**src/rtl/recon_pkg.sv**
```systemverilog
// Shared constants for the L6 reconstruction-chain scheduler.
package recon_pkg;

  localparam int DATA_W_DEF = 48;
  localparam int LEN_W_DEF  = 16;

  localparam logic [2:0] S_IDLE  = 3'd0;
  localparam logic [2:0] S_CLR   = 3'd1;
  localparam logic [2:0] S_RUN   = 3'd2;
  localparam logic [2:0] S_FLUSH = 3'd3;
  localparam logic [2:0] S_DRAIN = 3'd4;

  // Value fed into the filter history during the flush slots.
  localparam int FLUSH_SAMPLE = 0;

endpackage

```
**src/rtl/recon_slot_timer.sv**
```systemverilog
// Issue-slot phase counter: wraps every PERIOD cycles, strobes at phase 0.
module recon_slot_timer #(
  parameter int PERIOD = 4
) (
  input  logic clk,
  input  logic rst_n,
  input  logic clear_i,
  input  logic hold_i,
  output logic slot_o
);

  localparam int PW = (PERIOD > 1) ? $clog2(PERIOD) : 1;

  logic [PW-1:0] phase_q, phase_d;

  always_comb begin
    phase_d = phase_q;
    if (clear_i) begin
      phase_d = '0;
    end else if (!hold_i) begin
      phase_d = (phase_q == PW'(PERIOD - 1)) ? '0 : phase_q + 1'b1;
    end
  end

  always_ff @(posedge clk or negedge rst_n) begin
    if (!rst_n) phase_q <= '0;
    else        phase_q <= phase_d;
  end

  assign slot_o = (phase_q == '0);

endmodule

```
**src/rtl/recon_chain_sched.sv**
```systemverilog
// L6 frame scheduler: soft-clears the datapath, issues r6 samples at a fixed
// slot cadence, flushes the filter history, then counts chain outputs.
//
// state   | meaning
// IDLE    | waiting for start
// CLR     | datapath soft reset held low
// RUN     | issuing frame samples, one per slot
// FLUSH   | issuing zero samples to empty the filter history
// DRAIN   | counting remaining chain outputs, bounded by TIMEOUT
module recon_chain_sched
  import recon_pkg::*;
#(
  parameter int DATA_W     = DATA_W_DEF,
  parameter int LEN_W      = LEN_W_DEF,
  parameter int PERIOD     = 4,
  parameter int FLUSH_TAPS = 3,
  parameter int OUT_RATIO  = 2,
  parameter int CLR_CYC    = 2,
  parameter int TIMEOUT    = 64
) (
  input  logic              clk,
  input  logic              rst_n,
  input  logic              start,
  input  logic [LEN_W-1:0]  frame_len,
  input  logic              s_valid,
  input  logic [DATA_W-1:0] s_data,
  output logic              s_ready,
  output logic              dp_rst_n,
  output logic              dp_valid,
  output logic [DATA_W-1:0] dp_data,
  input  logic              dp_out_valid,
  output logic              busy,
  output logic              done,
  output logic              err_underrun,
  output logic              err_timeout
);

  localparam int CW = LEN_W + 3;
  localparam int FW = $clog2(FLUSH_TAPS + 1);
  localparam int KW = (CLR_CYC > 1) ? $clog2(CLR_CYC) : 1;
  localparam int TW = (TIMEOUT > 1) ? $clog2(TIMEOUT) : 1;

  logic [2:0]        state_q, state_d;
  logic [LEN_W-1:0]  len_q, len_d;
  logic [LEN_W-1:0]  issued_q, issued_d;
  logic [FW-1:0]     flush_q, flush_d;
  logic [KW-1:0]     clr_q, clr_d;
  logic [TW-1:0]     drain_q, drain_d;
  logic [CW-1:0]     out_q, out_d;
  logic [CW-1:0]     expected;
  logic              dp_valid_q, dp_valid_d;
  logic [DATA_W-1:0] dp_data_q, dp_data_d;
  logic              done_q, done_d;
  logic              err_u_q, err_u_d;
  logic              err_t_q, err_t_d;
  logic              slot, tmr_clear, tmr_hold, hs, count_en;

  recon_slot_timer #(.PERIOD(PERIOD)) u_slot_timer (
    .clk     (clk),
    .rst_n   (rst_n),
    .clear_i (tmr_clear),
    .hold_i  (tmr_hold),
    .slot_o  (slot)
  );

  assign expected  = (CW'(len_q) + CW'(FLUSH_TAPS)) * CW'(OUT_RATIO);
  assign s_ready   = (state_q == S_RUN) && slot && (issued_q < len_q);
  assign hs        = s_ready && s_valid;
  assign tmr_clear = (state_q != S_RUN) && (state_q != S_FLUSH);
  assign tmr_hold  = s_ready && !s_valid;
  assign count_en  = (state_q == S_RUN) || (state_q == S_FLUSH) || (state_q == S_DRAIN);

  always_comb begin
    state_d    = state_q;
    len_d      = len_q;
    issued_d   = issued_q;
    flush_d    = flush_q;
    clr_d      = clr_q;
    drain_d    = '0;
    out_d      = out_q;
    dp_valid_d = 1'b0;
    dp_data_d  = dp_data_q;
    done_d     = 1'b0;
    err_u_d    = err_u_q;
    err_t_d    = err_t_q;

    if (count_en && dp_out_valid && (out_q != {CW{1'b1}})) out_d = out_q + 1'b1;

    case (state_q)
      S_IDLE: begin
        if (start) begin
          if (frame_len == '0) begin
            done_d = 1'b1;
          end else begin
            state_d  = S_CLR;
            len_d    = frame_len;
            issued_d = '0;
            flush_d  = '0;
            out_d    = '0;
            clr_d    = KW'(CLR_CYC - 1);
            err_u_d  = 1'b0;
            err_t_d  = 1'b0;
          end
        end
      end
      S_CLR: begin
        if (clr_q == '0) state_d = S_RUN;
        else             clr_d   = clr_q - 1'b1;
      end
      S_RUN: begin
        if (hs) begin
          dp_valid_d = 1'b1;
          dp_data_d  = s_data;
          issued_d   = issued_q + 1'b1;
          // The flush cadence continues from the same slot timer.
          if (issued_d == len_q) state_d = S_FLUSH;
        end else if (tmr_hold) begin
          err_u_d = 1'b1;
        end
      end
      S_FLUSH: begin
        if (slot) begin
          dp_valid_d = 1'b1;
          dp_data_d  = DATA_W'(FLUSH_SAMPLE);
          flush_d    = flush_q + 1'b1;
          if (flush_d == FW'(FLUSH_TAPS)) state_d = S_DRAIN;
        end
      end
      S_DRAIN: begin
        drain_d = drain_q + 1'b1;
        if (out_q >= expected) begin
          done_d  = 1'b1;
          state_d = S_IDLE;
        end else if (drain_q == TW'(TIMEOUT - 1)) begin
          err_t_d = 1'b1;
          done_d  = 1'b1;
          state_d = S_IDLE;
        end
      end
      default: state_d = S_IDLE;
    endcase
  end

  always_ff @(posedge clk or negedge rst_n) begin
    if (!rst_n) begin
      state_q    <= S_IDLE;
      len_q      <= '0;
      issued_q   <= '0;
      flush_q    <= '0;
      clr_q      <= '0;
      drain_q    <= '0;
      out_q      <= '0;
      dp_valid_q <= 1'b0;
      dp_data_q  <= '0;
      done_q     <= 1'b0;
      err_u_q    <= 1'b0;
      err_t_q    <= 1'b0;
    end else begin
      state_q    <= state_d;
      len_q      <= len_d;
      issued_q   <= issued_d;
      flush_q    <= flush_d;
      clr_q      <= clr_d;
      drain_q    <= drain_d;
      out_q      <= out_d;
      dp_valid_q <= dp_valid_d;
      dp_data_q  <= dp_data_d;
      done_q     <= done_d;
      err_u_q    <= err_u_d;
      err_t_q    <= err_t_d;
    end
  end

  assign dp_rst_n     = (state_q != S_CLR);
  assign busy         = (state_q != S_IDLE);
  assign dp_valid     = dp_valid_q;
  assign dp_data      = dp_data_q;
  assign done         = done_q;
  assign err_underrun = err_u_q;
  assign err_timeout  = err_t_q;

endmodule

```
**config.mk**
```make
export PLATFORM = sky130hd
export DESIGN_NAME = recon_chain_sched
export DESIGN_NICKNAME = d
export VERILOG_FILES = /design/src/rtl/recon_pkg.sv /design/src/rtl/recon_slot_timer.sv /design/src/rtl/recon_chain_sched.sv
export SDC_FILE = /design/constraint.sdc
export NUM_CORES = 1
export LEC_CHECK = 0
export BUFFER_PORTS_ARGS = -buffer_cell sky130_fd_sc_hd__buf_2
export CORE_ASPECT_RATIO = 1.1
export CORE_UTILIZATION = 45
export CTS_CLUSTER_DIAMETER = 60
export DETAILED_ROUTE_END_ITERATION = 8
export HOLD_SLACK_MARGIN = 0.15
export PLACE_DENSITY = 0.67
export SLEW_MARGIN = 10
export SYNTH_ARGS = -nofsm -noshare
export SYNTH_HDL_FRONTEND = slang
export SYNTH_SLANG_ARGS = --single-unit
export TNS_END_PERCENT = 5
```
**constraint.sdc**
```tcl
create_clock -name clk -period 4 [get_ports clk]
set_input_delay 0.4 -clock clk [delete_from_list [all_inputs] [get_ports clk]]
set_output_delay 0.4 -clock clk [all_outputs]
set_load 0.01 [all_outputs]
```
==> implementation parameters <==
Parameter                              Value

Run status
  Outcome    complete, no violations

Clock network
  Largest buffer count on any clock path    2
  Clock root buffer    sky130_fd_sc_hd__clkbuf_16
  H-tree levels    4
  CTS tree    done
  CTS clock-pin slew for the worst setup and hold paths    0.06 ns
  TritonCTS Buffers    17
  # resized after CTS    0
  Clock latency of the later-clocked register in the worst-skew pair    0.42 ns
  Sink Count    117

Critical path
  Critical path fanouts, max    4
  Most common cell on crit path    sky130_fd_sc_hd__ha_1
  Critical-path cell with the highest stage delay    sky130_fd_sc_hd__nor3_1
  Classification of the worst setup path    flip-flop to flip-flop
  Required time worst endpoint    4.31 ns
  Cell breakdown of the critical path    inv_1, ha_1, nor3_1, nand3_1, xnor2_1, ha_1, a21o_1, a21oi_1, nor2_1, a2111oi_0, o311ai_0, o221a_2
  Critical path endpoint category    flip-flop
  Worst Reg2Reg Path Length in Cells    12
  CP arrival    3.48 ns
  Worst Setup Start Kind    flip-flop
  Launching element of the worst setup path    len_q[1]
  Maximum cell stage delay along the critical path    0.45 ns
  Origin of the critical flop-to-flop path    len_q[1]
  Capturing element of the worst setup path    done
  Category of cells accounting for the largest share of critical-path delay    compound AO/OA/AOI/OAI gates
  Reg-to-reg critical path endpoint    done
  Flop2flop setup slack    0.82 ns
  Number of buffer and inverter instances along the worst setup path    1
  Depth of the critical timing path with buffers and inverters included    12

Floorplan
  Site row count    46
  Width of the die    118 µm
  Floorplan die height    129 µm
  Starting density of the core    46.1%
  Top Ports    124
  Area of the die    15,200 µm²
  Core Area    14,400 µm²

Route
  Antenna Violating Nets Remaining    0
  Vias    5,721
  Initial drt markers    410
  Remaining DRCs    0
  Aggregate routed wire length    16,600 µm
  Pre-antenna DRT Iters    6
  Via density    5.36
  Wire length per cell after detailed routing    15.5 µm

Timing
  Minimum clock period after layout    3.18 ns
  Max-slew violations    0
  Transition time of the tightest slew-check pin    1.10 ns
  Highest clock rate    0.315 GHz
  Number of setup violations in the final report    0
  Rel. slew slack    26.2%
  Period utilization    79.5%
  Worst-case clock skew    0.00908 ns
  Sum of negative setup slack    0 ns
  Unrepaired setup endpoints after global routing    false
  Number of endpoints with negative hold slack in the final report    0

Layout
  # fillers    1,347
  Area used by multi-input combinational logic    3410 µm²
  Net count reported at finish    971
  Area delta synth->final    20.6%
  Share of cells above drive strength 1    20.2%
  Antenna cell count    0
  Area occupied by registers    2930 µm²

Yosys
  Post-synth ARST share    100%
  Number of warnings reported in the yosys synthesis log    0
  Post-synthesis average cell area    8.84 µm²
  Count of flip-flops with a built-in enable after synthesis    0
  Netlist cell types    56
  Main synth FF type    sky130_fd_sc_hd__dfrtp_1
  #FFs+latches synth    117
  Sequential-to-total area share from yosys stat    44.2%
  Net count after synthesis    859
  Post-Syn Instances    750
  Netlist area before placement    6630 µm²

Min path
  HP Class    primary input to flip-flop
  Cell depth of the worst min-delay path    3

Pwr
  Final Total Pwr    5380 µW
  Total leakage power    0.00396 µW
  Peak VDD IR    0.334 mV
  Power density of the placed cells    672 nW/µm²

Global route
  Maximum number of pins on one net before global-route repair    68
  Final global-route overflow total    0
  First-pass GRT wire length    26,900 µm
  Initial antenna violation count    0
  Total global-route track usage    22.4%
  Number of global-route vias before repair    5,307

Placement
  Half-perimeter wire length after detailed placement    11,600 µm
  Buffers added on ports    123
  Final estimated routing congestion in global placement    0.841

Flow run
  Max-capacitance violation count    0
-- layout by cell type (no fill, tap or decap), types with 13 or more instances in the layout --
cell type,instances
sky130_fd_sc_hd__inv_1,29
sky130_fd_sc_hd__nand3_1,75
sky130_fd_sc_hd__buf_2,122
sky130_fd_sc_hd__xnor2_1,35
sky130_fd_sc_hd__ha_1,40
sky130_fd_sc_hd__nor2_1,41
sky130_fd_sc_hd__clkbuf_16,17
sky130_fd_sc_hd__a21oi_1,36
sky130_fd_sc_hd__nor3_1,15
sky130_fd_sc_hd__dfrtp_1,117
sky130_fd_sc_hd__o21ai_0,37
sky130_fd_sc_hd__a31oi_1,13
sky130_fd_sc_hd__nand2_1,142
sky130_fd_sc_hd__xor2_1,17
sky130_fd_sc_hd__nand4_1,13
-- sequential cells by signal (all words and copies together), names as in the netlist --
register and count:
err_timeout 1, clr_q 1, err_underrun 1, state_q 3, issued_q 16, out_q 19, done 1, dp_data 48
flush_q 2, drain_q 6, u_slot_timer.phase_q 2, dp_valid 1, len_q 16
-- worst register-to-register path, cell delays in order (launching register included) --
cell and delay [ns]:
sky130_fd_sc_hd__dfrtp_1 0.40, sky130_fd_sc_hd__inv_1 0.09, sky130_fd_sc_hd__ha_1 0.24, sky130_fd_sc_hd__nor3_1 0.45
sky130_fd_sc_hd__nand3_1 0.16, sky130_fd_sc_hd__xnor2_1 0.15, sky130_fd_sc_hd__ha_1 0.29, sky130_fd_sc_hd__a21o_1 0.16
sky130_fd_sc_hd__a21oi_1 0.13, sky130_fd_sc_hd__nor2_1 0.05, sky130_fd_sc_hd__a2111oi_0 0.28, sky130_fd_sc_hd__o311ai_0 0.35
sky130_fd_sc_hd__o221a_2 0.32
-- per-layer routing --
metal | GRT usage, % | vias to the layer above | wire length [µm]
met1 | 30.7 | 2696 | 7890
met5 | 0 | - | 0
met3 | 5.37 | 21 | 865
li1 | - | 2836 | -
met2 | 34.5 | 168 | 7570
met4 | 8.14 | 0 | 239
-- final cells by class --
cell class / instances / share of cell area (%)
clock inverters: 12 / 1.63
clock buffers: 20 / 5.59
multi-input cells: 564 / 42.7
inverters: 29 / 1.36
repair buffers: 133 / 9.11
well taps: 192 / 3.00
flip-flops and latches: 117 / 36.6
-- synthesized netlist by cell type (all sizes together), types with 5 or more instances --
cell	number	share of area [%]
nand2	143	8.1
dfrtp	117	44
nand3	77	6.0
nor2	45	2.7
ha	40	7.5
o21ai	38	2.9
a21oi	37	2.8
xnor2	35	4.6
inv	29	1.6
buf	20	1.8
clkbuf	20	1.1
nor3	17	1.4
xor2	17	2.2
nand4	14	1.4
a31oi	13	1.2
and3	11	1.0
a21o	7	0.79
o31ai	7	0.79
nor4	6	0.57
a41oi	5	0.66
and2	5	0.47
o211ai	5	0.57
-- per-stage QoR --
| stage | hold slack (ns) | setup slack [ns] | instance area, µm² | instances | utilization, % |
|---|---|---|---|---|---|
| floorplan | 0.104 | 1.17 | 6630 | 750 | - |
| global placement | 0.469 | 0.982 | 7380 | 1031 | 51.3 |
| detailed placement | 0.478 | 0.854 | 7380 | 1031 | 51.3 |
| CTS | 0.151 | 0.841 | 8000 | 1067 | 55.6 |
| global route | 0.155 | 0.410 | 8000 | 1067 | 55.6 |
| finish | 0.167 | 0.822 | 8000 | 1067 | 55.6 |
-- cell families (layout without fill, tap and decap cells) --
| kind of cell | Yosys count | after routing | share of synthesized area (%) |
|---|---|---|---|
| AND/OR/NAND/NOR | 338 | 338 | 24.0 |
| AO/OA/AOI/OAI | 131 | 131 | 12.4 |
| flip-flops | 117 | 117 | 44.2 |
| buffers and inverters | 69 | 194 | 4.59 |
| XOR/XNOR | 52 | 52 | 6.87 |
| adder cells (fa/ha/maj) | 40 | 40 | 7.55 |
| multiplexers | 3 | 3 | 0.453 |
-- power breakdown --
part / total [µW] / internal, µW / switching, µW
clock network: 1490 / 931 / 556
logic: 1990 / 787 / 1200
registers: 1900 / 1570 / 327
total: 5380 / 3290 / 2090
-- worst min-delay path by stage --
| stage | start | slack (ns) | end |
|---|---|---|---|
| after global routing | s_data[42] | 0.16 | dp_data[42] |
| after global placement | drain_q[0] | 0.47 | drain_q[0] |
| final | s_data[23] | 0.17 | dp_data[23] |
| after detailed placement | dp_data[31] | 0.48 | dp_data[31] |
| after CTS | s_data[9] | 0.15 | dp_data[9] |
| after floorplan | rst_n | 0.10 | clr_q |
-- what timing repair did --
action	4_1_cts	5_1_grt
buffers inserted	0	0
endpoints found under the hold margin	62	0
hold buffers	4	0
No activity file was read; power rests on OpenSTA's default activity.
